$ cat src/rtl/muldiv_unit_pkg.sv
// Shared types for the iterative RV32M multiply/divide unit (muldiv_unit).
// Operation codes follow the funct3 encoding of the M extension.
package muldiv_unit_pkg;

  localparam int MD_OP_W = 3;

  typedef enum logic [MD_OP_W-1:0] {
    MD_MUL    = 3'd0,
    MD_MULH   = 3'd1,
    MD_MULHSU = 3'd2,
    MD_MULHU  = 3'd3,
    MD_DIV    = 3'd4,
    MD_DIVU   = 3'd5,
    MD_REM    = 3'd6,
    MD_REMU   = 3'd7
  } md_op_e;

  typedef enum logic [1:0] {
    MD_IDLE = 2'd0,
    MD_CALC = 2'd1,
    MD_DONE = 2'd2
  } md_state_e;

  // Bit 2 of the code separates the divide group from the multiply group.
  function automatic logic op_is_div(input md_op_e op);
    return op[2];
  endfunction

  // Within the divide group, bit 1 selects the remainder.
  function automatic logic op_is_rem(input md_op_e op);
    return op[2] & op[1];
  endfunction

  // Whether rs1 is treated as a signed value.
  function automatic logic op_a_signed(input md_op_e op);
    return op[2] ? ~op[0] : (op != MD_MULHU);
  endfunction

  // Whether rs2 is treated as a signed value.
  function automatic logic op_b_signed(input md_op_e op);
    return op[2] ? ~op[0] : ~op[1];
  endfunction

endpackage

$ cat src/rtl/muldiv_step.sv
// One combinational iteration of the muldiv_unit datapath.
//   Multiply: shift-add, accumulator = {partial product, remaining multiplier}.
//   Divide:   restoring step, accumulator = {partial remainder, dividend/quotient}.
// In divide mode acc_o[0] is left clear; the caller inserts q_bit_o there.
module muldiv_step #(
  parameter int XLEN = 32
) (
  input  logic              div_mode_i,
  input  logic [2*XLEN-1:0] acc_i,
  input  logic [XLEN-1:0]   operand_i,
  output logic [2*XLEN-1:0] acc_o,
  output logic              q_bit_o
);

  logic [XLEN:0] sum;
  logic [XLEN:0] rem_sh;
  logic [XLEN:0] diff;

  // Single shift-add or shift-subtract iteration.
  always_comb begin
    // NOTE: every output gets a default first so no path can infer a latch.
    sum     = '0;
    rem_sh  = '0;
    diff    = '0;
    acc_o   = acc_i;
    q_bit_o = 1'b0;
    if (div_mode_i) begin
      rem_sh = {acc_i[2*XLEN-1:XLEN], acc_i[XLEN-1]};
      diff   = rem_sh - {1'b0, operand_i};
      if (!diff[XLEN]) begin
        q_bit_o = 1'b1;
        acc_o   = {diff[XLEN-1:0], acc_i[XLEN-2:0], 1'b0};
      end else begin
        acc_o   = {rem_sh[XLEN-1:0], acc_i[XLEN-2:0], 1'b0};
      end
    end else begin
      sum   = {1'b0, acc_i[2*XLEN-1:XLEN]} + (acc_i[0] ? {1'b0, operand_i} : '0);
      acc_o = {sum, acc_i[XLEN-1:1]};
    end
  end

endmodule

$ cat src/rtl/muldiv_unit.sv
// Iterative RV32M multiply/divide unit, XLEN bits wide.
// Magnitudes are processed by muldiv_step for XLEN cycles and the sign is
// fixed up on the last iteration. Divide-by-zero and signed overflow are
// resolved at accept time and skip the iteration.
// Optional build macro MULDIV_FAST_MUL_EN: multiplies use a combinational
// product and complete in one cycle; divides still iterate.
module muldiv_unit
  import muldiv_unit_pkg::*;
#(
  parameter int XLEN = 32
) (
  input  logic            clk,
  input  logic            rst,
  input  logic            in_valid,
  output logic            in_ready,
  input  logic [2:0]      op,
  input  logic [XLEN-1:0] src_a,
  input  logic [XLEN-1:0] src_b,
  input  logic            flush,
  output logic            out_valid,
  input  logic            out_ready,
  output logic [XLEN-1:0] result,
  output logic            zero_flag,
  output logic            negative_flag,
  output logic            busy
);

  localparam int              CNT_W    = $clog2(XLEN) + 1;
  localparam logic [CNT_W-1:0] CNT_LAST = CNT_W'(XLEN - 1);
  localparam logic [XLEN-1:0] MIN_NEG  = {1'b1, {(XLEN-1){1'b0}}};

  // Registered state
  md_state_e         state_q;
  md_op_e            op_q;
  logic              res_neg_q;
  logic [XLEN-1:0]   operand_q;
  logic [2*XLEN-1:0] acc_q;
  logic [CNT_W-1:0]  cnt_q;
  logic [XLEN-1:0]   result_q;
  logic              zero_q;
  logic              neg_q;
  logic              out_valid_q;

  // Accept-time decode
  md_op_e          op_in;
  logic            in_is_div;
  logic            a_neg;
  logic            b_neg;
  logic            in_res_neg;
  logic [XLEN-1:0] mag_a;
  logic [XLEN-1:0] mag_b;
  logic            special;
  logic [XLEN-1:0] special_res;
  logic            fast_take;
  logic [XLEN-1:0] fast_res;
  logic            direct_done;

  // Iteration and fix-up
  logic [2*XLEN-1:0] step_acc;
  logic              step_q_bit;
  logic [2*XLEN-1:0] acc_nxt;
  logic [2*XLEN-1:0] prod_fix;
  logic [XLEN-1:0]   div_val;
  logic [XLEN-1:0]   div_fix;
  logic [XLEN-1:0]   calc_res;
  logic [XLEN-1:0]   done_val;

  assign op_in = md_op_e'(op);

  // Operand signs, magnitudes and the special-case results seen at accept.
  always_comb begin
    in_is_div   = op_is_div(op_in);
    a_neg       = op_a_signed(op_in) & src_a[XLEN-1];
    b_neg       = op_b_signed(op_in) & src_b[XLEN-1];
    mag_a       = a_neg ? (~src_a + 1'b1) : src_a;
    mag_b       = b_neg ? (~src_b + 1'b1) : src_b;
    // A remainder takes the dividend's sign; everything else takes a^b.
    in_res_neg  = op_is_rem(op_in) ? a_neg : (a_neg ^ b_neg);
    special     = 1'b0;
    special_res = '0;
    if (in_is_div && (src_b == '0)) begin
      special     = 1'b1;
      special_res = op_is_rem(op_in) ? src_a : '1;
    end else if (in_is_div && op_a_signed(op_in) &&
                 (src_a == MIN_NEG) && (src_b == '1)) begin
      special     = 1'b1;
      special_res = op_is_rem(op_in) ? '0 : src_a;
    end
  end

`ifdef MULDIV_FAST_MUL_EN
  // Sign-extending both operands to 2*XLEN gives the same low 2*XLEN bits as
  // the signed (XLEN+1)x(XLEN+1) product.
  logic [2*XLEN-1:0] fast_a;
  logic [2*XLEN-1:0] fast_b;
  logic [2*XLEN-1:0] fast_prod;

  assign fast_a    = {{XLEN{op_a_signed(op_in) & src_a[XLEN-1]}}, src_a};
  assign fast_b    = {{XLEN{op_b_signed(op_in) & src_b[XLEN-1]}}, src_b};
  assign fast_prod = fast_a * fast_b;
  assign fast_take = !in_is_div;
  assign fast_res  = (op_in == MD_MUL) ? fast_prod[XLEN-1:0] : fast_prod[2*XLEN-1:XLEN];
`else
  assign fast_take = 1'b0;
  assign fast_res  = '0;
`endif

  assign direct_done = special | fast_take;

  muldiv_step #(
    .XLEN(XLEN)
  ) u_step (
    .div_mode_i(op_is_div(op_q)),
    .acc_i     (acc_q),
    .operand_i (operand_q),
    .acc_o     (step_acc),
    .q_bit_o   (step_q_bit)
  );

  assign acc_nxt = {step_acc[2*XLEN-1:1], step_acc[0] | step_q_bit};

  // Sign fix-up of the final iteration and selection of the value to register.
  always_comb begin
    prod_fix = res_neg_q ? (~acc_nxt + 1'b1) : acc_nxt;
    div_val  = op_is_rem(op_q) ? acc_nxt[2*XLEN-1:XLEN] : acc_nxt[XLEN-1:0];
    div_fix  = res_neg_q ? (~div_val + 1'b1) : div_val;
    if (op_is_div(op_q)) begin
      calc_res = div_fix;
    end else if (op_q == MD_MUL) begin
      calc_res = prod_fix[XLEN-1:0];
    end else begin
      calc_res = prod_fix[2*XLEN-1:XLEN];
    end
    done_val = calc_res;
    if (state_q == MD_IDLE) begin
      done_val = special ? special_res : fast_res;
    end
  end

  // Control FSM with operand, accumulator and result registers.
  always_ff @(posedge clk or posedge rst) begin
    if (rst) begin
      state_q     <= MD_IDLE;
      op_q        <= MD_MUL;
      res_neg_q   <= 1'b0;
      operand_q   <= '0;
      acc_q       <= '0;
      cnt_q       <= '0;
      result_q    <= '0;
      zero_q      <= 1'b1;
      neg_q       <= 1'b0;
      out_valid_q <= 1'b0;
    end else if (flush) begin
      // NOTE: non-blocking assignments keep every register sampling pre-edge values.
      state_q     <= MD_IDLE;
      out_valid_q <= 1'b0;
    end else begin
      case (state_q)
        MD_IDLE: begin
          if (in_valid) begin
            op_q      <= op_in;
            res_neg_q <= in_res_neg;
            operand_q <= mag_b;
            acc_q     <= {{XLEN{1'b0}}, mag_a};
            cnt_q     <= '0;
            if (direct_done) begin
              result_q    <= done_val;
              zero_q      <= (done_val == '0);
              neg_q       <= done_val[XLEN-1];
              out_valid_q <= 1'b1;
              state_q     <= MD_DONE;
            end else begin
              state_q     <= MD_CALC;
            end
          end
        end
        MD_CALC: begin
          acc_q <= acc_nxt;
          cnt_q <= cnt_q + 1'b1;
          if (cnt_q == CNT_LAST) begin
            result_q    <= done_val;
            zero_q      <= (done_val == '0);
            neg_q       <= done_val[XLEN-1];
            out_valid_q <= 1'b1;
            state_q     <= MD_DONE;
          end
        end
        MD_DONE: begin
          if (out_ready) begin
            out_valid_q <= 1'b0;
            state_q     <= MD_IDLE;
          end
        end
        default: begin
          out_valid_q <= 1'b0;
          state_q     <= MD_IDLE;
        end
      endcase
    end
  end

  assign in_ready      = (state_q == MD_IDLE);
  assign busy          = (state_q != MD_IDLE);
  assign out_valid     = out_valid_q;
  assign result        = result_q;
  assign zero_flag     = zero_q;
  assign negative_flag = neg_q;

endmodule

$ cat config.mk
export PLATFORM = sky130hd
export DESIGN_NAME = muldiv_unit
export DESIGN_NICKNAME = d
export VERILOG_FILES = /design/src/rtl/muldiv_unit_pkg.sv /design/src/rtl/muldiv_step.sv /design/src/rtl/muldiv_unit.sv
export SDC_FILE = /design/constraint.sdc
export NUM_CORES = 1
export LEC_CHECK = 0
export CAP_MARGIN = 20
export CORE_MARGIN = 3
export CORE_UTILIZATION = 50
export DETAILED_ROUTE_END_ITERATION = 8
export PLACE_DENSITY_LB_ADDON = 0.15
export SYNTH_ARGS = -nofsm -noshare
export SYNTH_HDL_FRONTEND = slang
export SYNTH_SLANG_ARGS = --single-unit
$ cat constraint.sdc
create_clock -name clk -period 11.1 [get_ports clk]
set_input_delay 1.665 -clock clk [delete_from_list [all_inputs] [get_ports clk]]
set_output_delay 1.665 -clock clk [all_outputs]
set_load 0.01 [all_outputs]
Word level (Yosys, flattened, before mapping)
Cells that the tools add are included.
- bits in registers: 143
- input bits: 72
- output and inout bits: 37
- logic and storage cells: 109
- add/subtract/negate cells: 7
- equality and inequality tests: 13
- multiplexer cells: 51
- bitwise gates (word level): 13
- reduce and logical (&&, ||, !) cells: 15
- operator list (cell ; number):
    32-bit 2-to-1 mux ; 16
    64-bit 2-to-1 mux ; 4
    64-bit one-hot mux with 2 select lines ; 1
    32-bit by 1-bit adder with 32-bit output, second input constant ; 3
    32-bit inverter ; 3
    64-bit by 1-bit adder with 64-bit output, second input constant ; 1
    32-bit equality test, second input constant ; 2
    32-bit logical NOT ; 2
    64-bit inverter ; 1
    32-bit one-hot mux with 2 select lines ; 1
    32-bit by 33-bit adder with 33-bit output ; 1
    33-bit by 32-bit subtractor with 33-bit output ; 1
    1-bit 2-to-1 mux ; 18
    6-bit one-hot mux with 2 select lines ; 1
    2-bit 2-to-1 mux ; 5
    3-bit AND reduction ; 3
    6-bit by 1-bit adder with 6-bit output, second input constant ; 1
    6-bit by 5-bit equality test with 1-bit output, second input constant ; 1
    6-bit 2-to-1 mux ; 1
    3-bit by 2-bit inequality test with 1-bit output, second input constant ; 2
    3-bit inequality test, second input constant ; 2
    2-bit one-hot mux with 3 select lines ; 1
    5-bit AND reduction ; 1
    1-bit AND ; 4
    other kinds (15) ; 23

Depth between registers and ports, before layout
- depth in word-level cells: 14
- depth in mapped cells: 28
- depth with buffers taken out: 27

Hierarchy
Synthesis repeated with hierarchy kept, for this count alone.
- cells, all modules: 2145
- area total of the unflattened synthesis: 16030.4 um^2
- by module, submodules not included (module ; instances ; cells an instance ; area an instance (um^2) ; seq. area each (um^2)):
    muldiv_unit ; 1 ; 1462 ; 11382.2 ; 3554.7
    muldiv_step ; 1 ; 683 ; 4648.2 ; 0.0

Least setup slack after synthesis
Ideal clock, no wire load.
- path type: register to register
- from: reg acc_q[31]
- to: reg zero_q (netlist: zero_flag)
- setup time: 0.062 ns
- data arrival time: 6.170 ns
- required time: 11.038 ns
- setup slack: 4.868 ns
- cell stages (with the launch flop): 27
- path through: dfrtp_1 -> inv_1 -> ha_1 -> inv_1 -> fa_1 -> a211oi_2 -> nor3_1 -> or2_2 -> a32o_2 -> o31ai_4 -> nor2_1 -> nor2_1 -> ha_1 -> nor3b_1 -> nand4_1 -> nor4_1 -> nand3b_1 -> or2_1 -> a2111o_1 -> o41a_1 -> xnor2_1 -> a21oi_1 -> a211oi_1 -> nand4_1 -> or4_1 -> nor4_1 -> a41o_1
- longest elaborated chain between the ends: 14
- elaborated cells between the ends (all ways): 21
- classes of those cells: add/sub (3); mux (14); bitwise (3); reduce/logical (1)
- ends and longest elaborated chain (what ; line ; source):
    from (decl) ; muldiv_unit.sv:37 ; logic [2*XLEN-1:0] acc_q;
    from (signal assigned) ; muldiv_unit.sv:164 ; acc_q <= {{XLEN{1'b0}}, mag_a};
    from (signal assigned) ; muldiv_unit.sv:178 ; acc_q <= acc_nxt;
    33-bit by 32-bit subtractor with 33-bit output ; muldiv_step.sv:29 ; diff = rem_sh - {1'b0, operand_i};
    1-bit 2-to-1 mux ; muldiv_step.sv:30 ; if (!diff[XLEN]) begin
    1-bit 2-to-1 mux ; muldiv_step.sv:27 ; if (div_mode_i) begin
    1-bit bitwise OR ; muldiv_unit.sv:120 ; assign acc_nxt = {step_acc[2*XLEN-1:1], step_acc[0] | step_q_bit};
    64-bit inverter or 32-bit 2-to-1 mux (tied branches) ; muldiv_unit.sv:124, muldiv_unit.sv:125 ;
    64-bit by 1-bit adder with 64-bit output or 32-bit inverter (tied branches) ; muldiv_unit.sv:124, muldiv_unit.sv:126 ;
    64-bit 2-to-1 mux or 32-bit by 1-bit adder with 32-bit output (tied branches) ; muldiv_unit.sv:124, muldiv_unit.sv:126 ;
    32-bit 2-to-1 mux (on tied branches) ; muldiv_unit.sv:129, muldiv_unit.sv:126 ;
    32-bit 2-to-1 mux * ; muldiv_unit.sv:127 ; if (op_is_div(op_q)) begin
    32-bit 2-to-1 mux * ; muldiv_unit.sv:135 ; if (state_q == MD_IDLE) begin
    32-bit logical NOT * ; muldiv_unit.sv:168, muldiv_unit.sv:182 ;
    1-bit 2-to-1 mux ; muldiv_unit.sv:166 ; if (direct_done) begin
    1-bit 2-to-1 mux ; muldiv_unit.sv:160 ; if (in_valid) begin
    1-bit one-hot mux with 2 select lines * ; muldiv_unit.sv:158 ; case (state_q)
    to (signal assigned) ; muldiv_unit.sv:168 ; zero_q <= (done_val == '0);
    to (signal assigned) ; muldiv_unit.sv:182 ; zero_q <= (done_val == '0);
    to (decl) ; muldiv_unit.sv:40 ; logic zero_q;
Every way passes the cells marked *; elsewhere a longest branch is shown, timed or not. The select of a mux whose other input is x is not followed.
A chain may end at the register's enable or synchronous reset.

Final worst setup path
- from: reg operand_q[1]
- to: reg zero_q (netlist: zero_flag)
- longest elaborated chain between the ends: 14
- elaborated cells between the ends (all ways): 23
- classes of those cells: add/sub (4); mux (15); bitwise (3); reduce/logical (1)
- ends and longest elaborated chain (what ; line ; source):
    from (decl) ; muldiv_unit.sv:36 ; logic [XLEN-1:0] operand_q;
    from (signal assigned) ; muldiv_unit.sv:163 ; operand_q <= mag_b;
    33-bit by 32-bit subtractor with 33-bit output ; muldiv_step.sv:29 ;
    1-bit 2-to-1 mux ; muldiv_step.sv:30 ;
    1-bit 2-to-1 mux ; muldiv_step.sv:27 ;
    1-bit bitwise OR ; muldiv_unit.sv:120 ;
    64-bit inverter or 32-bit 2-to-1 mux (tied branches) ; muldiv_unit.sv:124, muldiv_unit.sv:125 ;
    64-bit by 1-bit adder with 64-bit output or 32-bit inverter (tied branches) ; muldiv_unit.sv:124, muldiv_unit.sv:126 ;
    64-bit 2-to-1 mux or 32-bit by 1-bit adder with 32-bit output (tied branches) ; muldiv_unit.sv:124, muldiv_unit.sv:126 ;
    32-bit 2-to-1 mux (on tied branches) ; muldiv_unit.sv:129, muldiv_unit.sv:126 ;
    32-bit 2-to-1 mux * ; muldiv_unit.sv:127 ;
    32-bit 2-to-1 mux * ; muldiv_unit.sv:135 ;
    32-bit logical NOT * ; muldiv_unit.sv:168, muldiv_unit.sv:182 ;
    1-bit 2-to-1 mux ; muldiv_unit.sv:166 ;
    1-bit 2-to-1 mux ; muldiv_unit.sv:160 ;
    1-bit one-hot mux with 2 select lines * ; muldiv_unit.sv:158 ;
Marks and branches as above.

==> flow_summary.toml <==
[global_routing]
antenna_found_initial = 6
globalRoute.totalOverflow = 0
grtUsageTotal_pct = 39.2
grt_pass1_wl_um = 111000
grt_pass1_vias = 18700
largest_net_degree_at_the_start_of_global_routing = 89

[yosys]
post_synth_xor_area_fraction_pct = 8.13
synthSimpleGateAreaFrac_pct = 25.5
post_synthesis_register_bit_count = 142
post_syn_area_per_cell_um2 = 7.17
synth_enable_flop_cells = 0
synth-async-reset-ratio_pct = 100
ys_seq_area_share_pct = 20.5
post_synth_fa_ha_maj_area_fraction_pct = 5.28
yosys.cell_types.count = 96
synthMuxAreaShare_pct = 3.83
combinational_family_with_the_most_area_after_synthesis = "compound AO/OA/AOI/OAI gates"
netlist_area_before_placement_um2 = 17400
synth_compound_area_share_pct = 31.5
synth-warning-count = 0
postSynthCellCount = 2422
yosys_most_used_dff = "sky130_fd_sc_hd__dfrtp_1"
synthesized_nets = 2566

[floorplan]
core_region_area_um2 = 33900
start_util_pct = 51.2
core.rowCount = 67
dieArea_um2 = 37000
die_width_um = 192
pin_count = 109
height_of_the_die_um = 192

[critical_path]
reg2reg_depth = 24
crit-reg2reg-capture = "zero_flag"
critical_path_peak_fanout = 6
setup.worst_path.end_class = "flop"
startpoint_type = "flop"
data_required_time_at_the_worst_endpoint_ns = 11.51
ff_to_ff_start = "operand_q[1]"
ff2ff_setup_slack_ns = 2.80
critPathKind = "flop to flop"
crit_arrival_ns = 8.72

[clock_tree]
h-tree-depth = 4
cts_post_setup_buffers_inserted = 0
cts_tree = "built"
clock_insertion_delay_worst_skew_ns = 0.47
cts-hold-fix-buffers = 0
clock_tree.root_cell = "sky130_fd_sc_hd__clkbuf_16"
post_cts.resized_instances = 0
maximum_clock_insertion_buffer_count = 2
cts_made_buffers = 17
cts_num_sinks = 142
clk_pin_slew_ns = 0.07

[detailed_routing]
detail_route.drc_violations = 0
ant_nets = 0
vias = 19900
detailedRoute.firstIterationViolations = 2314
drt_wl_total_um = 73600
via_to_cell_ratio = 6.91
avgRoutedWirePerCell_um = 25.5
1st_pass_router_iterations = 6

[sta]
max_clock_freq_mhz = 120
finalSetupViolations = 0
timing_worst_slew_pin_value_ns = 1.13
rsz_0062_raised_after_global_routing = "false"
setup_total_negative_slack_ns = 0
final.min_clock_period_ns = 8.30
fin_worst_skew_ns = 0.0159
report.final.slew_viol_count = 0
final.setup.worst_slack_ns = 2.80
period_share_pct = 74.8
worst_slew_margin_rel_pct = 24.7
final_hold_viols = 0

[hold_path]
timing.hold.worst_endpoint = "result[18]"
holdCritStartpoint = "result[18]"
hold-path-cell-count = 2
timing.hold.worst.class = "flop to flop"

[layout]
area.growth.synth_to_final_pct = 11.3
stdcell_area_um2 = 19300
layout-drive-gt1-share_pct = 6.20
post_layout_nets = 2566
fillerInstances = 3304

[placement]
place_area_um2 = 18700
routabilityCongestion = 0.984
placement.setup.worst_slack_ns = 3.18
hpwl_um = 55900
port-buffer-count = 108

[pwr]
p_leak_nw = 7.83
fin_total_pwr_mw = 7.17
max_vdd_drop_v = 0.000225
p_per_area_nw_per_um2 = 371

[outcome]
outcome = "finished, final reports clean"

[run]
drv.max_cap_violation_count = 0
cell usage in the layout, fill, tap and decap left out, types with 22 or more instances in the layout:
master and n:
sky130_fd_sc_hd__xnor2_1 89, sky130_fd_sc_hd__xor2_1 72, sky130_fd_sc_hd__mux2i_1 36, sky130_fd_sc_hd__dfrtp_1 139
sky130_fd_sc_hd__a21o_1 33, sky130_fd_sc_hd__o21ai_0 263, sky130_fd_sc_hd__and2_1 49, sky130_fd_sc_hd__a211oi_1 31
sky130_fd_sc_hd__buf_4 36, sky130_fd_sc_hd__nor3_1 75, sky130_fd_sc_hd__nand2_1 261, sky130_fd_sc_hd__a21oi_1 179
sky130_fd_sc_hd__ha_1 70, sky130_fd_sc_hd__a31oi_1 43, sky130_fd_sc_hd__nand3_1 53, sky130_fd_sc_hd__nor4_1 34
sky130_fd_sc_hd__clkdlybuf4s50_1 108, sky130_fd_sc_hd__inv_1 64, sky130_fd_sc_hd__o41ai_1 22, sky130_fd_sc_hd__nand4_1 42
sky130_fd_sc_hd__mux2_2 27, sky130_fd_sc_hd__nor2_1 227, sky130_fd_sc_hd__o31ai_1 47, sky130_fd_sc_hd__or3_1 36
flip-flops by register name, summed over array words and instances, names as in the netlist:
name / cells
acc_q: 64
operand_q: 32
state_q: 2
res_neg_q: 1
cnt_q: 6
op_q: 3
out_valid: 1
result: 32
zero_flag: 1
per-stage QoR:
step                      utilization (%)  std cells  hold slack, ns
final                                57.0       2884           0.487
after global routing                 57.0       2883           0.506
after CTS                            56.9       2881           0.488
after detailed placement             55.1       2849           0.473
after global placement               55.1       2849           0.467
after floorplan                         -       2422           0.460
cell type report:
class	count	area, µm²	area share [%]
Timing Repair Buffer	146	1380	7.17
Multi-Input combinational cell	2048	12900	66.9
Clock buffer	22	464	2.40
Clock inverter	10	161	0.836
Sequential cell	142	3560	18.4
Antenna cell	1	2.50	0.0130
Inverter	67	256	1.33
Tap cell	448	561	2.90
cell usage after synthesis (all sizes together) (10+ instances only):
master | number | share of area (%)
o21ai | 272 | 7.9
nand2 | 262 | 5.7
nor2 | 230 | 5.0
a21oi | 180 | 5.2
dfrtp | 141 | 20
clkbuf | 121 | 2.6
xnor2 | 89 | 4.5
nor3 | 76 | 2.2
xor2 | 72 | 3.6
ha | 70 | 5.0
inv | 65 | 1.4
nand3 | 54 | 1.6
and2 | 49 | 1.8
o31ai | 49 | 2.2
buf | 44 | 1.2
a31oi | 43 | 1.6
nand4 | 42 | 1.5
mux2i | 36 | 2.1
nor4 | 36 | 1.4
or3 | 36 | 1.3
a21o | 33 | 1.4
a211oi | 32 | 1.4
mux2 | 27 | 1.8
o41ai | 22 | 1.1
and3 | 20 | 0.72
o211ai | 20 | 0.87
a22o | 19 | 0.96
nand2b | 19 | 0.68
or4 | 16 | 0.69
a31o | 14 | 0.71
nor3b | 14 | 0.61
o21a | 14 | 0.61
or2 | 14 | 0.50
nor2b | 12 | 0.43
o221ai | 12 | 0.61
a2111oi | 11 | 0.60
a22oi | 11 | 0.48
a221oi | 10 | 0.50
o311ai | 10 | 0.50
logic make-up (layout without fill, tap and decap cells):
logic type	count (synthesis)	count (layout)
AO/OA/AOI/OAI	844	844
XOR/XNOR	161	161
adder cells (fa/ha/maj)	72	72
buffers and inverters	232	245
flip-flops	142	142
multiplexers	63	63
other	0	1
AND/OR/NAND/NOR	908	908
power by group:
part | internal [mW] | total, mW | switching, mW
Combinational | 1.85 | 5.47 | 3.61
Sequential | 0.727 | 1.05 | 0.322
Clock | 0.388 | 0.653 | 0.265
worst max-delay path, cell delays in order, from the launching register on:
cell,delay [ns]
sky130_fd_sc_hd__dfrtp_1,0.53
sky130_fd_sc_hd__inv_1,0.14
sky130_fd_sc_hd__fa_1,0.48
sky130_fd_sc_hd__a211oi_2,0.35
sky130_fd_sc_hd__nor3_1,0.13
sky130_fd_sc_hd__or2_2,0.37
sky130_fd_sc_hd__a32o_2,0.35
sky130_fd_sc_hd__o31ai_4,0.39
sky130_fd_sc_hd__nor2_1,0.30
sky130_fd_sc_hd__nor2_1,0.21
sky130_fd_sc_hd__ha_1,0.21
sky130_fd_sc_hd__nor3b_1,0.42
sky130_fd_sc_hd__nand4_1,0.26
sky130_fd_sc_hd__nor4_1,0.70
sky130_fd_sc_hd__nand3b_1,0.39
sky130_fd_sc_hd__or2_1,0.42
sky130_fd_sc_hd__a2111o_1,0.43
sky130_fd_sc_hd__o41a_1,0.40
sky130_fd_sc_hd__xnor2_1,0.17
sky130_fd_sc_hd__a21oi_1,0.09
sky130_fd_sc_hd__a211oi_1,0.29
sky130_fd_sc_hd__nand4_1,0.16
sky130_fd_sc_hd__or4_1,0.51
sky130_fd_sc_hd__nor4_1,0.34
sky130_fd_sc_hd__a41o_1,0.22
routing by layer:
metal  vias to the layer above  track usage [%]  wire (µm)
met3                       244             8.48       7590
met4                         4             19.4       3910
met1                      9436             50.6      29100
met5                         -                0         27
met2                      1225             62.0      33000
li1                       9027                -          -
worst max path at each step:
| stage | from | end | slack, ns | depth (start not counted) |
|---|---|---|---|---|
| floorplan | acc_q[31] | zero_flag | 4.87 | 26 |
| global placement | acc_q[31] | zero_flag | 3.41 | 26 |
| detailed placement | acc_q[31] | zero_flag | 3.18 | 26 |
| CTS | acc_q[31] | zero_flag | 3.15 | 26 |
| global route | acc_q[31] | zero_flag | 2.55 | 26 |
| finish | operand_q[1] | zero_flag | 2.80 | 24 |
No activity file was read; power rests on OpenSTA's default activity.
==> RTL change: new RTL, same flow settings <==
Make the reset (`rst`) synchronous in one clocked block.
--- a/src/rtl/muldiv_unit.sv
+++ b/src/rtl/muldiv_unit.sv
@@ -138,7 +138,7 @@
   end
 
   // Control FSM with operand, accumulator and result registers.
-  always_ff @(posedge clk or posedge rst) begin
+  always_ff @(posedge clk) begin
     if (rst) begin
       state_q     <= MD_IDLE;
       op_q        <= MD_MUL;
Formal check against the unedited RTL: differs if rst is asserted again (counterexample within 4 cycles, from zero or initial values and one cycle with rst high); with rst held inactive, the same outputs for 4 cycles.
==> RTL change against the original RTL <==
- final area decreased by 2.6%
- via count rose by 2.4%
- critical endpoint is now zero_flag
- critical path type unchanged
- wire length up 7.0%
- synthesized area is 2.9% lower
- sequential cell count is the same
- maximum frequency increased by 3.3%
- setup slack gained 0.27 ns
Power is left out: it rests on default switching activity, and per cell area and clock period it moved more than threefold.
==> RTL change: results (changes against the original RTL) <==
* Outcome: finished, final reports clean
* Hold Path Depth at 2 (unchanged)
* N_diodes at 0 (-1)
* Post-synth ARST share at 0% (-100 points)
* GRT Util Overall at 42.5% (+3.4 points)
* TritonCTS buffer count at 17 (unchanged)
* Initial antenna violation count at 3 (-3)
* PostCTS Resize Cnt at 0 (unchanged)
* FF-to-FF setup slack at 3.06 ns (+0.27 ns)
* Worst hold path class: reg2reg
* Htree depth at 4 (unchanged)
* Starting DRT DRC Count at 3029 (+31%)
* Reg clk slew, reported paths at 0.07 ns (about the same)
* HPWL Detailed at 61800 um (+10%)
* Drt pass-1 iters at 8 (+2)
* RePlAce Congestion at 1.09 (+11%)
* Register area share after synthesis at 16.9% (-3.6 points)
* Setup bufs post-CTS at 0 (unchanged)
* Clk Latency, worst-skew pair at 0.47 ns (about the same)
* Pin count of the biggest net entering global routing at 88 (-1.1%)
* Worst path slowest cell: nor4_1
* Port Buf Inserts at 108 (unchanged)
* Final WL at 78800 um (+7.0%)
* Worst EP arrival at 8.44 ns (-0.28 ns)
* First-pass GRT wire length at 117000 um (+5.7%)
* Clock Skews at 0.0160 ns (+0.000121 ns)
* Worst Path Max Fanout at 24 (+18)
* Top cells by count, synth: nor2_1, nand2_1, a21oi_1, o21ai_0, dfxtp_1
* Top_reg_cell synth: dfxtp_1
* Via density at 7.02 (+1.6%)
* Slew of the pin with the lowest slew margin at 1.25 ns (+0.125 ns)
* Top delay family on crit path: simple AND/OR/NAND/NOR gates
* Synth area leaders: dfxtp_1, nor2_1, a21oi_1
* Share of cells above drive strength 1 at 6.57% (+0.37 points)
* Maximum buffer depth of the clock tree at 2 (unchanged)
* Largest Register: acc_q
* Vias in the first global route at 18700 (-0.21%)
* CP max stage delay at 0.68 ns (-0.02 ns)
* Clock root cell: clkbuf_16
* Yosys warnings at 0 (unchanged)
* Max reg flops at 64 (unchanged)
* Count of different cell masters after synthesis at 99 (+3.1%)
* Reg2reg path depth at 28 (+17%)
* Nets at 2597 (+1.2%)
[RTL change: cell count changes after synthesis, moves of 39 or more]
cell | unedited run | this run
dfxtp_1 | 0 | 142
dfrtp_1 | 141 | 0
o21ai_0 | 265 | 143
nor2_1 | 228 | 342
a211oi_1 | 31 | 93
nand2_1 | 262 | 223
[RTL change: kinds of logic after synthesis]
family                     Yosys count  synth area share [%]
and+or+nand+nor                    968                  27.5
xor gates and xnor gates           161                  8.37
AOI/OAI and AO/OA                  793                  31.5
buffers and inverters              213                  5.18
DFF                                142                  16.9
muxes                               83                  5.13
adders and majority gates           72                  5.44
[RTL change: worst paths after layout]
path / start / end
max reg2reg: acc_q[31] / zero_flag
min reg2reg: result[19] / result[19]
min: result[19] / result[19]
max: acc_q[31] / zero_flag
[RTL change: tightest hold or removal path, cell delays in order (launching register included)]
cell and delay [ns]:
dfxtp_1 0.31, nand2_1 0.05, a21oi_1 0.06
[RTL change: area by class of cell]
type | count | area [um^2]
inverters | 66 | 248
well taps | 442 | 553
clock inverters | 13 | 151
clock buffers | 19 | 453
fillers | 3212 | 14100
repair buffers | 149 | 1390
multi-input cells | 2077 | 13200
flip-flops and latches | 142 | 2850
[RTL change: metrics by stage]
step	hold WS, ns	worst slack [ns]	cells	cell area, um^2
after global placement	0.449	3.58	2876	18200
after CTS	0.463	3.41	2908	18800
after global routing	0.514	2.82	2908	18800
after floorplan	0.440	5.25	2432	16800
final	0.464	3.06	2908	18800
after detailed placement	0.454	3.44	2876	18200
[RTL change: routing by layer]
| metal | GRT usage (%) | share of wire [%] |
|---|---|---|
| met3 | 12.3 | 13 |
| met1 | 56.1 | 39 |
| met4 | 18.5 | 5.1 |
| met5 | 0 | 0.044 |
| met2 | 64.8 | 43 |
